### src/rtl/risc_v_pkg.sv
// risc_v_pkg: shared RV32 constants and the jump-redirect state encoding.
package risc_v_pkg;
  localparam logic [6:0]  JAL_OPCODE  = 7'b1101111;
  localparam logic [6:0]  JALR_OPCODE = 7'b1100111;
  localparam logic [31:0] NOP_INSTR   = 32'h00000013;
  localparam logic [1:0] ST_IDLE     = 2'd0;
  localparam logic [1:0] ST_WAIT_RS1 = 2'd1;
  localparam logic [1:0] ST_REDIRECT = 2'd2;
  localparam logic [1:0] ST_DRAIN    = 2'd3;
  typedef enum logic [1:0] {
    S_IDLE     = ST_IDLE,
    S_WAIT_RS1 = ST_WAIT_RS1,
    S_REDIRECT = ST_REDIRECT,
    S_DRAIN    = ST_DRAIN
  } rd_state_e;
endpackage

### src/rtl/jump_redirect_unit.sv
// jump_redirect_unit: redirects the PC on decode jumps / execute branches and flushes wrong-path fetches.
module jump_redirect_unit
  import risc_v_pkg::*;
#(
  parameter int DATA_WIDTH   = 32,
  parameter int FLUSH_CYCLES = 1,
  parameter int CNT_W        = 4
) (
  input  logic                  clk,
  input  logic                  rst,
  input  logic                  jump_req,
  input  logic                  jump_is_jalr,
  input  logic [DATA_WIDTH-1:0] jump_target,
  input  logic                  rs1_ready,
  input  logic                  stall,
  input  logic                  ex_branch_taken,
  input  logic [DATA_WIDTH-1:0] ex_branch_target,
  output logic                  redirect_valid,
  output logic [DATA_WIDTH-1:0] redirect_target,
  output logic                  if_id_flush,
  output logic                  id_ex_flush,
  output logic                  busy
);
  rd_state_e state_q, state_d;
  logic [DATA_WIDTH-1:0] tgt_q, tgt_d;
  logic [CNT_W-1:0] cnt_q, cnt_d;
  logic br_q, br_d;
  logic [DATA_WIDTH-1:0] jalr_tgt;
  assign jalr_tgt = {jump_target[DATA_WIDTH-1:1], 1'b0};
  always_comb begin
    state_d = state_q;
    tgt_d = tgt_q;
    cnt_d = cnt_q;
    br_d = 1'b0;
    // an execute branch overrides everything, discarding any pending decode jump
    if (ex_branch_taken) begin
      state_d = S_REDIRECT;
      tgt_d = ex_branch_target;
      br_d = 1'b1;
    end else begin
      case (state_q)
        S_IDLE: if (jump_req && !stall) begin
          state_d = (jump_is_jalr && !rs1_ready) ? S_WAIT_RS1 : S_REDIRECT;
          tgt_d = jump_is_jalr ? jalr_tgt : jump_target;
        end
        S_WAIT_RS1: if (rs1_ready) begin
          state_d = S_REDIRECT;
          tgt_d = jalr_tgt;
        end
        S_REDIRECT: begin
          cnt_d = CNT_W'(FLUSH_CYCLES - 1);
          state_d = (cnt_d == '0) ? S_IDLE : S_DRAIN;
        end
        S_DRAIN: begin
          cnt_d = cnt_q - 1'b1;
          state_d = (cnt_d == '0) ? S_IDLE : S_DRAIN;
        end
        default: state_d = S_IDLE;
      endcase
    end
  end
  always_ff @(posedge clk) begin
    if (rst) begin
      state_q <= S_IDLE;
      tgt_q <= '0;
      cnt_q <= '0;
      br_q <= 1'b0;
    end else begin
      state_q <= state_d;
      tgt_q <= tgt_d;
      cnt_q <= cnt_d;
      br_q <= br_d;
    end
  end
  assign redirect_valid = state_q == S_REDIRECT;
  assign redirect_target = redirect_valid ? tgt_q : '0;
  assign if_id_flush = redirect_valid || state_q == S_DRAIN;
  assign id_ex_flush = redirect_valid && br_q;
  assign busy = state_q != S_IDLE;
endmodule

### config.mk
export PLATFORM = sky130hd
export DESIGN_NAME = jump_redirect_unit
export DESIGN_NICKNAME = d
export VERILOG_FILES = /design/src/rtl/risc_v_pkg.sv /design/src/rtl/jump_redirect_unit.sv
export SDC_FILE = /design/constraint.sdc
export NUM_CORES = 1
export LEC_CHECK = 0
export ABC_AREA = 1
export BUFFER_PORTS_ARGS = -buffer_cell sky130_fd_sc_hd__buf_2
export CORE_MARGIN = 1
export CORE_UTILIZATION = 35
export DETAILED_ROUTE_END_ITERATION = 8
export PLACE_DENSITY_LB_ADDON = 0.15
export SYNTH_ARGS = -nofsm -noshare
export SYNTH_HDL_FRONTEND = slang
export SYNTH_SLANG_ARGS = --single-unit
### constraint.sdc
create_clock -name clk -period 1.3 [get_ports clk]
set_input_delay 0.26 -clock clk [delete_from_list [all_inputs] [get_ports clk]]
set_output_delay 0.26 -clock clk [all_outputs]
set_load 0.01 [all_outputs]
# Word level (Yosys, flattened, before mapping)
# Index checks and enable logic that the tools add are counted.
[classes] addsub=1 mul=0 div=0 magnitude_cmp=0 eq_ne=7 shifts=0 n_mux=14 bitwise=1 reduce_logical=16
[ops] cell="$mux W32" n=4
[ops] cell="$pmux W32 S2" n=1
[ops] cell="$mux W2" n=5
[ops] cell="$pmux W2 S4" n=1
[ops] cell="$pmux W4 S2" n=1
[ops] cell="$ne A3 B3 Y1 const B" n=2
[ops] cell="$reduce_and A2 Y1" n=3
[ops] cell="$eq A2 B2 Y1 const B" n=2
[ops] cell="$logic_not A4 Y1" n=1
[ops] cell="$ne A2 B2 Y1 const B" n=2
[ops] cell="$reduce_bool A2 Y1" n=2
[ops] cell="$sub A4 B1 Y4 const B" n=1
[ops] cell="$logic_and A1 B1 Y1" n=3
[ops] cell="$reduce_and A3 Y1" n=1
[ops] cell="$reduce_bool A3 Y1" n=1
[ops] cell="$eq A2 B1 Y1 const B" n=1
[ops] cell="$logic_not A1 Y1" n=2
[ops] cell="$logic_not A2 Y1" n=1
[ops] cell="$mux W1" n=2
[ops] cell="$reduce_or A2 Y1" n=1
[ops] cell="$logic_or A1 B1 Y1" n=1
[ops] cell="$not A1 Y1" n=1
[word_totals] reg_bits=39 latchBits=0 ram_bits=0 romBits=0 in_bits=71 output_inout_bits=36 elab_cells=44 mem_count=0

# Logic depth before layout (Yosys ltp)
[depth] word_depth=6 ltp_mapped=11 depth_no_buf=11

# Worst setup path after synthesis
# No wires, ideal clock.
[synth_path] path_type="reg-to-output" from="register state_q[1]" to="output redirect_target[10]" arrival_time_ns=1.132 required_ns=1.040 setup_slack_ns=-0.092 path_stages_with_launch=6 path_buffers=1 path_cell_list="dfxtp_1 -> inv_2 -> nor2_1 -> inv_2 -> clkbuf_1 -> nor2_1"
[synth_via] elab_chain_len=2
[synth_rtl] element="start: declaration" line_no="jump_redirect_unit.sv:24" source="rd_state_e state_q, state_d;"
[synth_rtl] element="start signal: assignment" line_no="jump_redirect_unit.sv:69" source="state_q <= state_d;"
[synth_rtl] element="$eq A2 B2 Y1" line_no="jump_redirect_unit.sv:75" source="assign redirect_valid = state_q == S_REDIRECT;"
[synth_rtl] element="net redirect_valid" line_no="jump_redirect_unit.sv:18" source="output logic redirect_valid,"
[synth_rtl] element="$mux W32" line_no="jump_redirect_unit.sv:76" source="assign redirect_target = redirect_valid ? tgt_q : '0;"
[synth_rtl] element="end: declaration" line_no="jump_redirect_unit.sv:19" source="output logic [DATA_WIDTH-1:0] redirect_target,"
# The timed path passes the listed nets, and every way through them passes these cells.

# Final worst setup path
[layout_path] from="register state_q[1]" to="output redirect_target[18]"
[layout_via] elab_chain_len=2
[layout_rtl] element="$eq A2 B2 Y1" line_no="jump_redirect_unit.sv:75"
[layout_rtl] element="$mux W32" line_no="jump_redirect_unit.sv:76"
# No other way between the ends.

==> impl_metrics.sql <==
INSERT INTO impl_metrics (metric_group, metric, value, unit) VALUES
('global_route', 'grt_overflow', '0', ''),
('setup_path', 'critPathCaptureType', 'output port', ''),
('power', 'power.clock.fraction', '0.241', ''),
('power', 'finalPower', '3230', 'uW'),
('drt', 'dr.pass1.iters', '4', ''),
('timing', 'finalWorstPathRequiredPeriod', '1.50', 'ns'),
('die', 'die_x', '80.6', 'um'),
('global_route', 'vias_in_the_first_global_route', '2106', ''),
('yosys', 'synth_sequential_area_ratio', '0.361', ''),
('clocking', 'cts_sink_cnt', '39', ''),
('placement', 'dp_cells', '525', ''),
('yosys', 'synth_compound_gate_area_share', '0.181', ''),
('setup_path', 'regToRegStartpoint', 'state_q[0]$_SDFFE_PP0P_', ''),
('yosys', 'number_of_nets_in_the_synthesized_netlist', '417', ''),
('yosys', 'synth_fa_ha_area_frac', '0.0116', ''),
('timing', 'maxSlewViolCount', '0', ''),
('clocking', 'insertion_delay_of_the_later_clocked_pin_in_the_worst_skew_pair', '0.29', 'ns'),
('finish', 'insertedDiodeCount', '0', ''),
('clocking', 'clock-root-buffer', 'clkbuf_8', ''),
('global_route', 'grt_max_degree', '34', ''),
('min_path', 'whs_path_depth', '2', ''),
('drt', 'num_vias', '2438', ''),
('run_status', 'run_status', 'finished with violations', ''),
('clocking', 'cts.path.max_buffers', '2', ''),
('setup_path', 'rr_worst_depth', '10', ''),
('yosys', 'synthesis.area', '2160', 'um2'),
('power', 'pwr-share-comb', '0.343', ''),
('drt', 'via_per_inst', '4.42', ''),
('run_status', 'violated_checks', 'setup timing', ''),
('finish', 'stdcell_count', '551', ''),
('timing', 'setup_total_negative_slack', '-9.39', 'ns'),
('placement', 'port-buffer-count', '106', ''),
('die', 'top_level_ports', '107', ''),
('timing', 'grt_setup_unrepaired', 'true', ''),
('timing', 'fmaxAchievable', '0.667', 'GHz'),
('timing', 'transition_time_of_the_tightest_slew_check_pin', '0.229', 'ns'),
('clocking', 'numCtsBuffers', '5', ''),
('placement', 'dp_hpwl', '4210', 'um'),
('setup_path', 'cp_slowest_cell', 'dfxtp_2', ''),
('clocking', 'clk_pin_slew_worst_paths', '0.07', 'ns'),
('placement', 'place_congestion', '0.811', ''),
('drt', 'detail_route.wirelength', '6080', 'um'),
('setup_path', 'cpPeakStageDelay', '0.36', 'ns'),
('power', 'power.net_switching', '999', 'uW'),
('power', 'vdd.ir_drop.worst', '0.525', 'mV'),
('clocking', 'cts_max_level', '2', ''),
('yosys', 'synth_top_family_by_area', 'simple AND/OR/NAND/NOR gates', ''),
('drt', 'post_drt_antenna_nets', '0', ''),
('setup_path', 'required', '1.04', 'ns'),
('yosys', 'synth_area_per_cell', '6.28', 'um2'),
('yosys', 'yosys_warnings', '0', ''),
('timing', 'worst_slew_margin_rel', '0.846', ''),
('die', 'fp.dieArea', '6490', 'um2'),
('drt', 'drt_drc_violations_left', '0', ''),
('setup_path', 'crit_start', 'state_q[1]$_SDFFE_PP0P_', ''),
('drt', 'dr.first_iter.drc_count', '74', ''),
('clocking', 'cts_tree', 'built', ''),
('yosys', 'yosys.area_share.xor_xnor', '0', ''),
('die', 'placeableCoreArea', '5920', 'um2'),
('power', 'internal_power', '2230', 'uW'),
('power', 'sequentialPowerShare', '0.416', ''),
('power', 'total_leakage_power', '0.00177', 'uW'),
('yosys', 'synth_cells', '344', ''),
('timing', 'timing.final.ws_setup', '-0.198', 'ns'),
('timing', 'timing.final.setup_violations', '67', ''),
('timing', 'finalHoldViolCount', '0', ''),
('setup_path', 'crit_path_max_fanout', '17', ''),
('finish', 'finish.net_count', '548', ''),
('drt', 'wl_per_cell', '11.0', 'um'),
('flow_run', 'drv_cap', '0', ''),
('die', 'floorplan.die.height', '80.6', 'um');
-- synthesized netlist by cell type --
cell type  count  area (um2)
o21ai_1       28         140
nor2_1        41         154
nand3_1        5        25.0
dfxtp_1       39         781
o21ai_0        6        30.0
nand3b_1       1        7.51
o21ai_2        1        8.76
buf_4          3        22.5
nor2_2         2        12.5
nand2_8        1        20.0
nand4_1        1        6.26
nand2_4        1        11.3
nand2_2        1        6.26
ha_1           2        25.0
inv_2          5        18.8
a21oi_2        6        52.6
clkbuf_1       5        18.8
inv_1         43         161
buf_8          3        45.0
nand2_1      110         413
buf_2          7        35.0
a21oi_1       30         150
buf_1          2        7.51
a2bb2oi_1      1        8.76
-- cells in the final DEF, fill, tap and decap left out, types with 4 or more instances in the layout --
master,count
clkbuf_8,5
inv_2,6
buf_12,8
nand2_2,6
o21ai_1,22
nand3_1,4
buf_6,5
dfxtp_1,35
nor2_2,22
clkbuf_16,4
o21ai_0,4
o21ai_2,8
buf_4,22
inv_1,40
a21oi_2,8
nand2_1,105
a21oi_1,28
nor2_1,18
buf_2,103
-- repair_timing --
item | CTS | global route
pin swaps | 1 | 10
endpoints found under the setup margin | 37 | 71
setup buffers | 4 | 9
resized for setup | 26 | 40
cloned | 0 | 5
hold buffers | 0 | 0
-- area by class of cell --
| type | count | area (um2) | area share |
|---|---|---|---|
| multi-input combinational | 238 | 1240 | 0.364 |
| clock inverter | 1 | 5.00 | 0.00147 |
| timing repair buffer | 143 | 1010 | 0.298 |
| clock buffer | 7 | 76.3 | 0.0225 |
| tap | 75 | 93.8 | 0.0276 |
| sequential | 39 | 788 | 0.232 |
| inverter | 48 | 185 | 0.0545 |
-- critical path, delay by kind of cell, from the launching register on --
| family | cells | cell delay [ns] |
|---|---|---|
| buf+inv | 4 | 0.40 |
| flops | 1 | 0.36 |
| simple gates | 2 | 0.19 |
-- power groups by stage --
stage	clock network [uW]	registers (uW)	logic (uW)
floorplan	0	1360	515
global placement	0	1370	837
detailed placement	0	1370	843
CTS	805	1340	900
global route	861	1350	1220
finish	779	1340	1110
-- per-layer routing --
metal	track usage	share of wire	vias to the layer above
met1	0.224	0.45	1043
met3	0.0386	0.053	6
met5	0	0	-
met2	0.313	0.48	75
li1	-	-	1314
met4	0.0589	0.012	0
-- flip-flops by register name, summed over array words and instances (netlist names) --
name / count
tgt_q: 32
cnt_q: 4
br_q: 1
state_q: 2
-- through the flow --
stage | hold slack, ns | instance area [um2] | setup slack [ns] | util
after floorplan | 0.329 | 2160 | -0.00717 | -
after global placement | 0.439 | 2900 | 0.0269 | 0.489
after detailed placement | 0.444 | 2900 | -0.0131 | 0.489
after CTS | 0.221 | 3090 | -0.177 | 0.521
after global routing | 0.228 | 3400 | -0.269 | 0.574
final | 0.221 | 3400 | -0.198 | 0.574
-- final timing paths --
path / slack [ns] / endpoint
worst min-delay path: 0.22 / state_q[1]$_SDFFE_PP0P_
worst max-delay path: -0.20 / redirect_target[18]
worst min register to register: 0.46 / tgt_q[8]$_SDFFE_PP0P_
worst max register to register: -0.17 / tgt_q[17]$_SDFFE_PP0P_
-- kinds of logic after synthesis --
logic type	after synthesis
buffers and inverters	68
AO/OA/AOI/OAI	72
flip-flops	39
adder cells (fa/ha/maj)	2
AND/OR/NAND/NOR	163
Note: power is estimated with default switching activity, not from simulation.
